File: config.mk
export PLATFORM = sky130hd
export DESIGN_NAME = uart_tx_arbiter
export DESIGN_NICKNAME = d
export VERILOG_FILES = /design/src/rtl/uart_arb_pkg.sv /design/src/rtl/rr_pick.sv /design/src/rtl/uart_tx_arbiter.sv
export SDC_FILE = /design/constraint.sdc
export NUM_CORES = 1
export LEC_CHECK = 0
export CORE_MARGIN = 2
export CORE_UTILIZATION = 47
export DETAILED_ROUTE_END_ITERATION = 8
export PLACE_DENSITY = 0.77
export SLEW_MARGIN = 5
export SYNTH_ARGS = -nofsm -noshare
export SYNTH_HDL_FRONTEND = slang
export SYNTH_SLANG_ARGS = --single-unit
File: constraint.sdc
create_clock -name ifclk -period 2.1 [get_ports ifclk]
set_input_delay 0.63 -clock ifclk [delete_from_list [all_inputs] [get_ports ifclk]]
set_output_delay 0.63 -clock ifclk [all_outputs]
set_load 0.03 [all_outputs]
File: src/rtl/uart_arb_pkg.sv
// Shared constants and helpers for the UART transmit arbiter.
// Holds the state encoding, the default burst limit and the one-hot to index conversion.
package uart_arb_pkg;

  localparam logic [1:0] IDLE      = 2'd0;
  localparam logic [1:0] ISSUE     = 2'd1;
  localparam logic [1:0] WAIT_DONE = 2'd2;

  localparam int DEFAULT_MAX_BURST = 16;

  // Sized for the largest supported requester count (8).
  function automatic logic [2:0] onehot_to_idx(input logic [7:0] onehot);
    logic [2:0] idx;
    idx = '0;
    for (int i = 0; i < 8; i++) begin
      if (onehot[i]) idx = idx | 3'(i);
    end
    return idx;
  endfunction

endpackage

File: src/rtl/rr_pick.sv
// Combinational round-robin selector.
// Returns the first requester at or above ptr, wrapping to the lowest one.
module rr_pick
  import uart_arb_pkg::*;
#(
  parameter int NUM_REQ      = 4,
  parameter int LOG2_NUM_REQ = 2
) (
  input  logic [NUM_REQ-1:0]      req,
  input  logic [LOG2_NUM_REQ-1:0] ptr,
  output logic                    valid,
  output logic [LOG2_NUM_REQ-1:0] idx
);

  logic [NUM_REQ-1:0] upper;
  logic [NUM_REQ-1:0] pool;
  logic [NUM_REQ-1:0] onehot;

  // Requests at or above the pointer take priority; fall back to the full set on wrap.
  assign upper  = req & ({NUM_REQ{1'b1}} << ptr);
  assign pool   = (|upper) ? upper : req;
  assign onehot = pool & (~pool + NUM_REQ'(1));
  assign valid  = |req;
  assign idx    = LOG2_NUM_REQ'(onehot_to_idx(8'(onehot)));

endmodule

File: src/rtl/uart_tx_arbiter.sv
// Round-robin arbiter that shares one UART transmitter among several byte streams.
// Grants are held for a packet, up to MAX_BURST bytes, and a watchdog guards each byte.
module uart_tx_arbiter
  import uart_arb_pkg::*;
#(
  parameter int NUM_REQ       = 4,
  parameter int LOG2_NUM_REQ  = 2,
  parameter int MAX_BURST     = DEFAULT_MAX_BURST,
  parameter int TIMEOUT_WIDTH = 20
) (
  input  logic                    ifclk,
  input  logic                    resetb,
  input  logic                    enable,
  input  logic [NUM_REQ-1:0]      req,
  input  logic [NUM_REQ-1:0]      req_last,
  input  logic [8*NUM_REQ-1:0]    req_data,
  output logic [NUM_REQ-1:0]      ack,
  output logic [NUM_REQ-1:0]      grant,
  output logic [7:0]              tx_data,
  output logic                    we,
  input  logic                    tx_busy,
  input  logic                    tx_done,
  output logic [LOG2_NUM_REQ-1:0] active_id,
  output logic                    busy,
  output logic                    timeout_err,
  input  logic                    clear_err
);

  logic [1:0]               state;
  logic [LOG2_NUM_REQ-1:0]  ptr;
  logic [LOG2_NUM_REQ-1:0]  next_ptr;
  logic [7:0]               burst_cnt;
  logic [TIMEOUT_WIDTH-1:0] wdog;
  logic                     last_q;
  logic                     pick_valid;
  logic [LOG2_NUM_REQ-1:0]  pick_idx;
  logic                     issue;
  logic                     wdog_max;
  logic [7:0]               data_arr [NUM_REQ];

  for (genvar g = 0; g < NUM_REQ; g++) begin : g_data
    assign data_arr[g] = req_data[8*g +: 8];
  end

  rr_pick #(
    .NUM_REQ      (NUM_REQ),
    .LOG2_NUM_REQ (LOG2_NUM_REQ)
  ) u_pick (
    .req   (req),
    .ptr   (ptr),
    .valid (pick_valid),
    .idx   (pick_idx)
  );

  // Pointer wraps at NUM_REQ so indices beyond the last requester are never searched first.
  assign next_ptr = (active_id == LOG2_NUM_REQ'(NUM_REQ - 1)) ? '0
                                                              : active_id + LOG2_NUM_REQ'(1);
  assign wdog_max = &wdog;
  assign issue    = (state == ISSUE) && !tx_busy;
  assign we       = issue;
  assign ack      = issue ? (NUM_REQ'(1) << active_id) : '0;
  assign busy     = (state != IDLE);

  always_ff @(posedge ifclk) begin
    if (!resetb) begin
      state       <= IDLE;
      grant       <= '0;
      active_id   <= '0;
      tx_data     <= '0;
      timeout_err <= 1'b0;
      ptr         <= '0;
      burst_cnt   <= '0;
      wdog        <= '0;
      last_q      <= 1'b0;
    end else begin
      if (clear_err) timeout_err <= 1'b0;
      case (state)
        IDLE: begin
          if (enable && pick_valid) begin
            grant     <= NUM_REQ'(1) << pick_idx;
            active_id <= pick_idx;
            tx_data   <= data_arr[pick_idx];
            burst_cnt <= '0;
            wdog      <= '0;
            state     <= ISSUE;
          end
        end
        ISSUE: begin
          // A byte presented while the UART is free is always issued; req is only
          // re-examined while waiting so that we/ack never depend on req.
          if (!tx_busy) begin
            last_q    <= req_last[active_id];
            burst_cnt <= burst_cnt + 8'd1;
            wdog      <= '0;
            state     <= WAIT_DONE;
          end else if (wdog_max) begin
            timeout_err <= 1'b1;
            grant       <= '0;
            ptr         <= next_ptr;
            state       <= IDLE;
          end else if (!req[active_id]) begin
            grant <= '0;
            ptr   <= next_ptr;
            state <= IDLE;
          end else begin
            wdog    <= wdog + TIMEOUT_WIDTH'(1);
            tx_data <= data_arr[active_id];
          end
        end
        WAIT_DONE: begin
          if (tx_done) begin
            if (last_q || (burst_cnt == 8'(MAX_BURST)) || !req[active_id] || !enable) begin
              grant <= '0;
              ptr   <= next_ptr;
              state <= IDLE;
            end else begin
              tx_data <= data_arr[active_id];
              state   <= ISSUE;
            end
          end else if (wdog_max) begin
            timeout_err <= 1'b1;
            grant       <= '0;
            ptr         <= next_ptr;
            state       <= IDLE;
          end else begin
            wdog <= wdog + TIMEOUT_WIDTH'(1);
          end
        end
        default: state <= IDLE;
      endcase
    end
  end

endmodule

# ---- After elaboration in Yosys (flattened, before gate mapping)
# Cells that the tools add are included.
dict set report word_totals {
  inputBits 46
  output_inout_bits 21
  elab_cells 129
  ff_bits 48
}
dict set report op_classes {
  add_sub_neg 4
  reduce_logical 24
  shifts 3
  n_bitwise 6
  n_eq_ne 19
  muxes 61
  order_cmp 3
}
# cell count
set op_table {}
lappend op_table {{$mux 20} 6}
lappend op_table {{$mux 8} 12}
lappend op_table {{$pmux 20 s3} 1}
lappend op_table {{$mux 4} 9}
lappend op_table {{$bmux 8 s2} 2}
lappend op_table {{$mux 2} 15}
lappend op_table {{$pmux 8 s3} 1}
lappend op_table {{$add 20x1->20 const B} 1}
lappend op_table {{$reduce_and 20->1} 1}
lappend op_table {{$ne 2x2->1 const B} 8}
lappend op_table {{$pmux 8 s2} 1}
lappend op_table {{$ne 3x3->1 const B} 4}
lappend op_table {{$pmux 4 s3} 1}
lappend op_table {{$reduce_and 6->1} 2}
lappend op_table {{$add 8x1->8 const B} 1}
lappend op_table {{$and 4x4->4} 2}
lappend op_table {{$eq 8x5->1 const B} 1}
lappend op_table {{$mux 1} 8}
lappend op_table {{$reduce_or 4->1} 2}
lappend op_table {{$shl 1x2->4 const A} 2}
lappend op_table {{$reduce_and 7->1} 1}
lappend op_table {{$ge 3x3->1 const B} 2}
lappend op_table {{$not 2->3} 2}
lappend op_table {{$pmux 2 s3} 1}
lappend op_table {{23 further kinds} 34}

# ---- Longest topological paths before layout
dict set report depth {
  ltp_word 16
  mapped_depth 10
  mapped_depth_nobuf 8
}

# ---- Hierarchy
# Synthesis repeated with hierarchy kept, for this count alone.
dict set report unflattened {
  cells_unflattened 401
  hier_area_um2 3450.8
}
# module instances cells_each area_per_inst_um2 seq_area_each_um2
set by_module_without_submodules {}
lappend by_module_without_submodules {uart_tx_arbiter 1 389 3377.0 960.9}
lappend by_module_without_submodules {rr_pick 1 12 73.8 0.0}

# ---- Worst setup path before layout
# OpenSTA, ideal clock, no wires.
dict set report synth_path {
  kind {register to register}
  from {register state[0]}
  to {register wdog[2]}
  period_less_slack_ps 2268
  stages_incl_launch_ff 11
  slack_ps -168
  path_buffers 2
  arrival_ps 2197
  required_time_ps 2030
  setup_ps 70
  path_cell_list {dfxtp_1 -> inv_1 -> ha_1 -> inv_1 -> or2_0 -> clkbuf_1 -> o21ai_0 -> o2111ai_2 -> buf_4 -> or3b_1 -> a21oi_1}
}
dict set report synth_between {
  elab_chain_cells 3
  word_cells_on_any_way 11
  classes_between {eq/ne (7); mux (1); reduce/logical (3)}
}
# item line
set synth_lines {}
lappend synth_lines {{start, declared} uart_tx_arbiter.sv:29} ;# logic [1:0] state;
lappend synth_lines {{start signal, assigned} uart_tx_arbiter.sv:66} ;# state <= IDLE;
lappend synth_lines {{start signal, assigned} uart_tx_arbiter.sv:85} ;# state <= ISSUE;
lappend synth_lines {{start signal, assigned} uart_tx_arbiter.sv:95} ;# state <= WAIT_DONE;
lappend synth_lines {{$eq 2x1->1, or another cell as far along} uart_tx_arbiter.sv:77} ;# case (state)
lappend synth_lines {{$ne 3x2->1 (no line), or another cell as far along} -}
lappend synth_lines {{$reduce_and 6->1 (no line)} -}
lappend synth_lines {{end signal, assigned} uart_tx_arbiter.sv:106} ;# wdog <= wdog + TIMEOUT_WIDTH'(1);
lappend synth_lines {{end signal, assigned} uart_tx_arbiter.sv:126} ;# wdog <= wdog + TIMEOUT_WIDTH'(1);
lappend synth_lines {{end, declared} uart_tx_arbiter.sv:33} ;# logic [TIMEOUT_WIDTH-1:0] wdog;
# Parallel ways exist; a longest one is shown, timed or not.
# A chain may end at the register's enable or synchronous reset.

# ---- Final worst setup path
dict set report layout_path {
  from {register wdog[0]}
  to {register wdog[14]}
}
dict set report layout_between {
  elab_chain_cells 5
  word_cells_on_any_way 11
  classes_between {add/sub (1); eq/ne (2); mux (6); reduce/logical (2)}
}
# item line
set layout_lines {}
lappend layout_lines {{$add 20x1->20} {uart_tx_arbiter.sv:106, uart_tx_arbiter.sv:126}}
lappend layout_lines {{$mux 20} uart_tx_arbiter.sv:101} ;# end else if (!req[active_id]) begin
lappend layout_lines {{$mux 20} uart_tx_arbiter.sv:96} ;# end else if (wdog_max) begin
lappend layout_lines {{$mux 20} uart_tx_arbiter.sv:91} ;# if (!tx_busy) begin
lappend layout_lines {{$pmux 20 s3} uart_tx_arbiter.sv:77}
# Parallel ways exist; a longest one is shown, timed or not. The select of a mux whose other input is x is not followed.

==> impl_metrics.yaml <==
worst_setup_path:
  r2r_start: "wdog[0]"
  critPathMaxFanout: 5
  cp.arrival_ns: 2.38
  reg2reg_depth: 10
  r2r_end: "wdog[14]"
  cpPeakStageDelay_ns: 0.38
  rrSetupSlack_ns: -0.04
  crit_slowest_cell: "or3_4"
  crit_chain: "ha_4 > nand3_4 > or3_4 > o41a_1 > buf_4 > o211ai_4 > buf_6 > buf_16 > o21ai_2 > a21oi_1"
  crit_buf_inv: 3
  critPathKind: "flip-flop to flip-flop"
  worstSetupEndpointType: "flip-flop"
  critical-path-top-delay-family: "compound AO/OA/AOI/OAI gates"
  required_ns: 2.34
  start_kind: "flip-flop"
status:
  failed_checks: "setup timing"
  run_status: "complete, but fails checks"
timing:
  slew_viol_final: 0
  fin_skew_ns: 0.01191
  fin_ws_ns: -0.04159
  fmax_ghz: 0.4669
  hold_violations: 0
  tightest_slew_ns: 0.4092
  setup_viol: 3
  rsz0062_at_grt: "yes"
  slew_headroom_pct: 72.37
  finalSetupTns_ns: -0.06587
  fin_crit_sh_pct: 102.0
  min_period_ns: 2.142
cts:
  cts_tree: "done"
  cts_hold_buf: 0
  ctsRootBufferMaster: "clkbuf_8"
  clk_pin_slew_ns: 0.10
  clock_path_buffers: 2
  clk_latency_ns: 0.31
  cts_sinks: 48
  cts-buffers-inserted: 5
  h-tree-depth: 2
global_routing:
  antenna_found_initial: 0
  grt_pass1_vias: 3506
  grt.overflow.total: 0
  grt.total_usage_pct: 26.74
  grt_max_degree: 27
  grt_first_pass_wirelength_um: 16260
synthesis:
  syn_area_per_cell_um2: 8.535
  synthTopCellsByArea: "dfxtp_1, mux4_2, a21oi_1"
  yosysWarnings: 0
  synthArstFlopShare_pct: 0
  netlist_area_mm2: 0.003252
  ys_types: 59
  synth-seq-area-share_pct: 29.55
  synth.largest_area_cell: "dfxtp_1"
  yosys.area.top_type_share_pct: 29.55
  synth_edf_count: 0
  ys_ff_latch: 48
  synthFlopType: "dfxtp_1"
  syn-num-nets: 438
  netlist_instances: 381
power_and_ir_drop:
  max-vdd-ir-drop_mv: 0.3549
  p_switching_w: 0.001268
  powerDensity_mw_per_mm2: 664.3
  p_leak_nw: 1.956
  p_int_w: 0.002052
  p_clk_share_pct: 17.9
  swShare_pct: 38.19
  power_frac_comb_pct: 50.5
  power_frac_seq_pct: 31.6
  p_total_w: 0.003320
route:
  via_per_inst: 6.129
  wl_per_cell_um: 17.67
  drc_errors: 0
  dr_total_vias: 3647
  drt_first_pass_iters: 5
  route.final.wire_length_um: 10510
  drtIter0Drc: 145
  detail-route-antenna-nets: 0
final_layout:
  drive_gt1_share_pct: 38.45
  diodes: 0
  syn2layout_area_growth_pct: 53.67
  utilization_pct: 73.96
  n_fill_cell: 460
  fin_nets: 571
min_path:
  hold_end: "last_q"
  hp-class: "flip-flop to flip-flop"
  hold_depth: 2
  hold_start: "last_q"
placement:
  post-place-ws_ns: -0.7769
  port-buffer-count: 66
  place_congestion: 0.8769
  place_hpwl_um: 7169
die:
  fp-row-count: 30
  die_w_um: 87.18
  die_area_mm2: 0.007600
  start_util_pct: 48.13
  coreArea_mm2: 0.006756
  die_y_um: 87.18
  io_pins: 67
flow_run:
  cap_violations: 0
==> layout make-up <==
cell class / instances / area, um2 / area share, %
well taps: 80 / 100.1 / 2.003
repair buffers: 150 / 1355 / 27.12
multi-input cells: 294 / 2402 / 48.07
inverters: 15 / 63.81 / 1.277
flip-flops and latches: 48 / 978.4 / 19.58
clock inverters: 2 / 15.01 / 0.3005
clock buffers: 6 / 82.58 / 1.652
==> synth_stat cells, types with 10 or more instances <==
| master | n |
|---|---|
| inv_1 | 15 |
| clkbuf_1 | 15 |
| dfxtp_1 | 48 |
| a21oi_1 | 32 |
| nand2_1 | 28 |
| nor2_1 | 32 |
| mux4_2 | 10 |
| or3_1 | 10 |
| nand3_1 | 18 |
| o21ai_0 | 22 |
| ha_1 | 11 |
==> repair_timing <==
action	in CTS	in global routing
gates resized for setup	61	60
buffers inserted	7	5
endpoints found under the setup margin	52	46
cloned	3	0
pin swaps	10	22
==> cell usage in the layout, fill, tap and decap left out, types with 3 or more instances in the layout <==
cell and n:
a21boi_4 3, a21o_1 8, a21oi_1 27, a21oi_2 4, a221oi_2 8, a31oi_1 5, and2_4 6, and3_1 4
buf_2 3, buf_4 71, buf_6 17, clkbuf_8 6, clkdlybuf4s50_1 51, dfxtp_1 38, dfxtp_2 8, ha_1 7
ha_4 3, inv_1 11, mux2_2 7, mux2i_1 4, mux4_2 10, nand2_1 27, nand3_1 17, nand4_1 5
nor2_1 30, o211ai_1 3, o21ai_0 14, o21ai_1 8, o21ai_2 8, o311ai_0 8, o31ai_2 8, or3_1 8
or4_1 5, or4_4 3, xor2_1 4
==> power by group through the flow <==
stage | clock network (W) | registers [W] | logic, W
after detailed placement | 0 | 0.00106 | 0.00142
after global placement | 0 | 0.00106 | 0.00139
after global routing | 0.000647 | 0.00105 | 0.00177
after CTS | 0.000600 | 0.00104 | 0.00163
after floorplan | 0 | 0.00115 | 0.000725
final | 0.000595 | 0.00105 | 0.00168
==> worst min-delay path, stage by stage (launching register included) <==
cell and delay [ns]:
dfxtp_1 0.32, nand2_1 0.05, a21oi_1 0.05
==> metal layers <==
metal | vias to the layer above | global-route usage (%) | routed length, um
li1 | 1710 | - | -
met2 | 147 | 47.47 | 5568
met5 | - | 0 | 0
met3 | 18 | 3.507 | 563
met4 | 0 | 9.510 | 177
met1 | 1772 | 33.08 | 4204
==> worst max-delay path by stage <==
stage	endpoint	from	cells past startpoint
after detailed placement	wdog[7]	req[2]	7
after CTS	wdog[9]	wdog[0]	10
after floorplan	tx_data[0]	req[2]	6
final	wdog[14]	wdog[0]	10
after global placement	wdog[7]	req[2]	7
after global routing	wdog[14]	wdog[13]	9
==> logic make-up (layout without fill, tap and decap cells) <==
logic type | count (synthesis) | count (layout) | synth area share [%]
xor+xnor | 4 | 4 | 1.077
fa+ha+maj | 11 | 11 | 4.232
flops | 48 | 48 | 29.55
compound gates | 123 | 123 | 26.97
buf+inv | 39 | 173 | 5.155
simple gates | 135 | 135 | 22.43
mux | 21 | 21 | 10.58
==> sequential cells by signal (all words and copies together) (netlist names) <==
signal       flops
tx_data          8
active_id        2
state            2
ptr              2
last_q           1
burst_cnt        8
grant            4
timeout_err      1
wdog            20
==> per-stage QoR <==
stage	cells	area (um2)	hold WS (ns)
after global routing	595	4997	0.4787
after global placement	574	4503	0.4431
final	595	4997	0.4550
after floorplan	381	3319	0.4321
after detailed placement	574	4503	0.4445
after CTS	592	4846	0.4573
No activity file was read; power rests on OpenSTA's default activity.
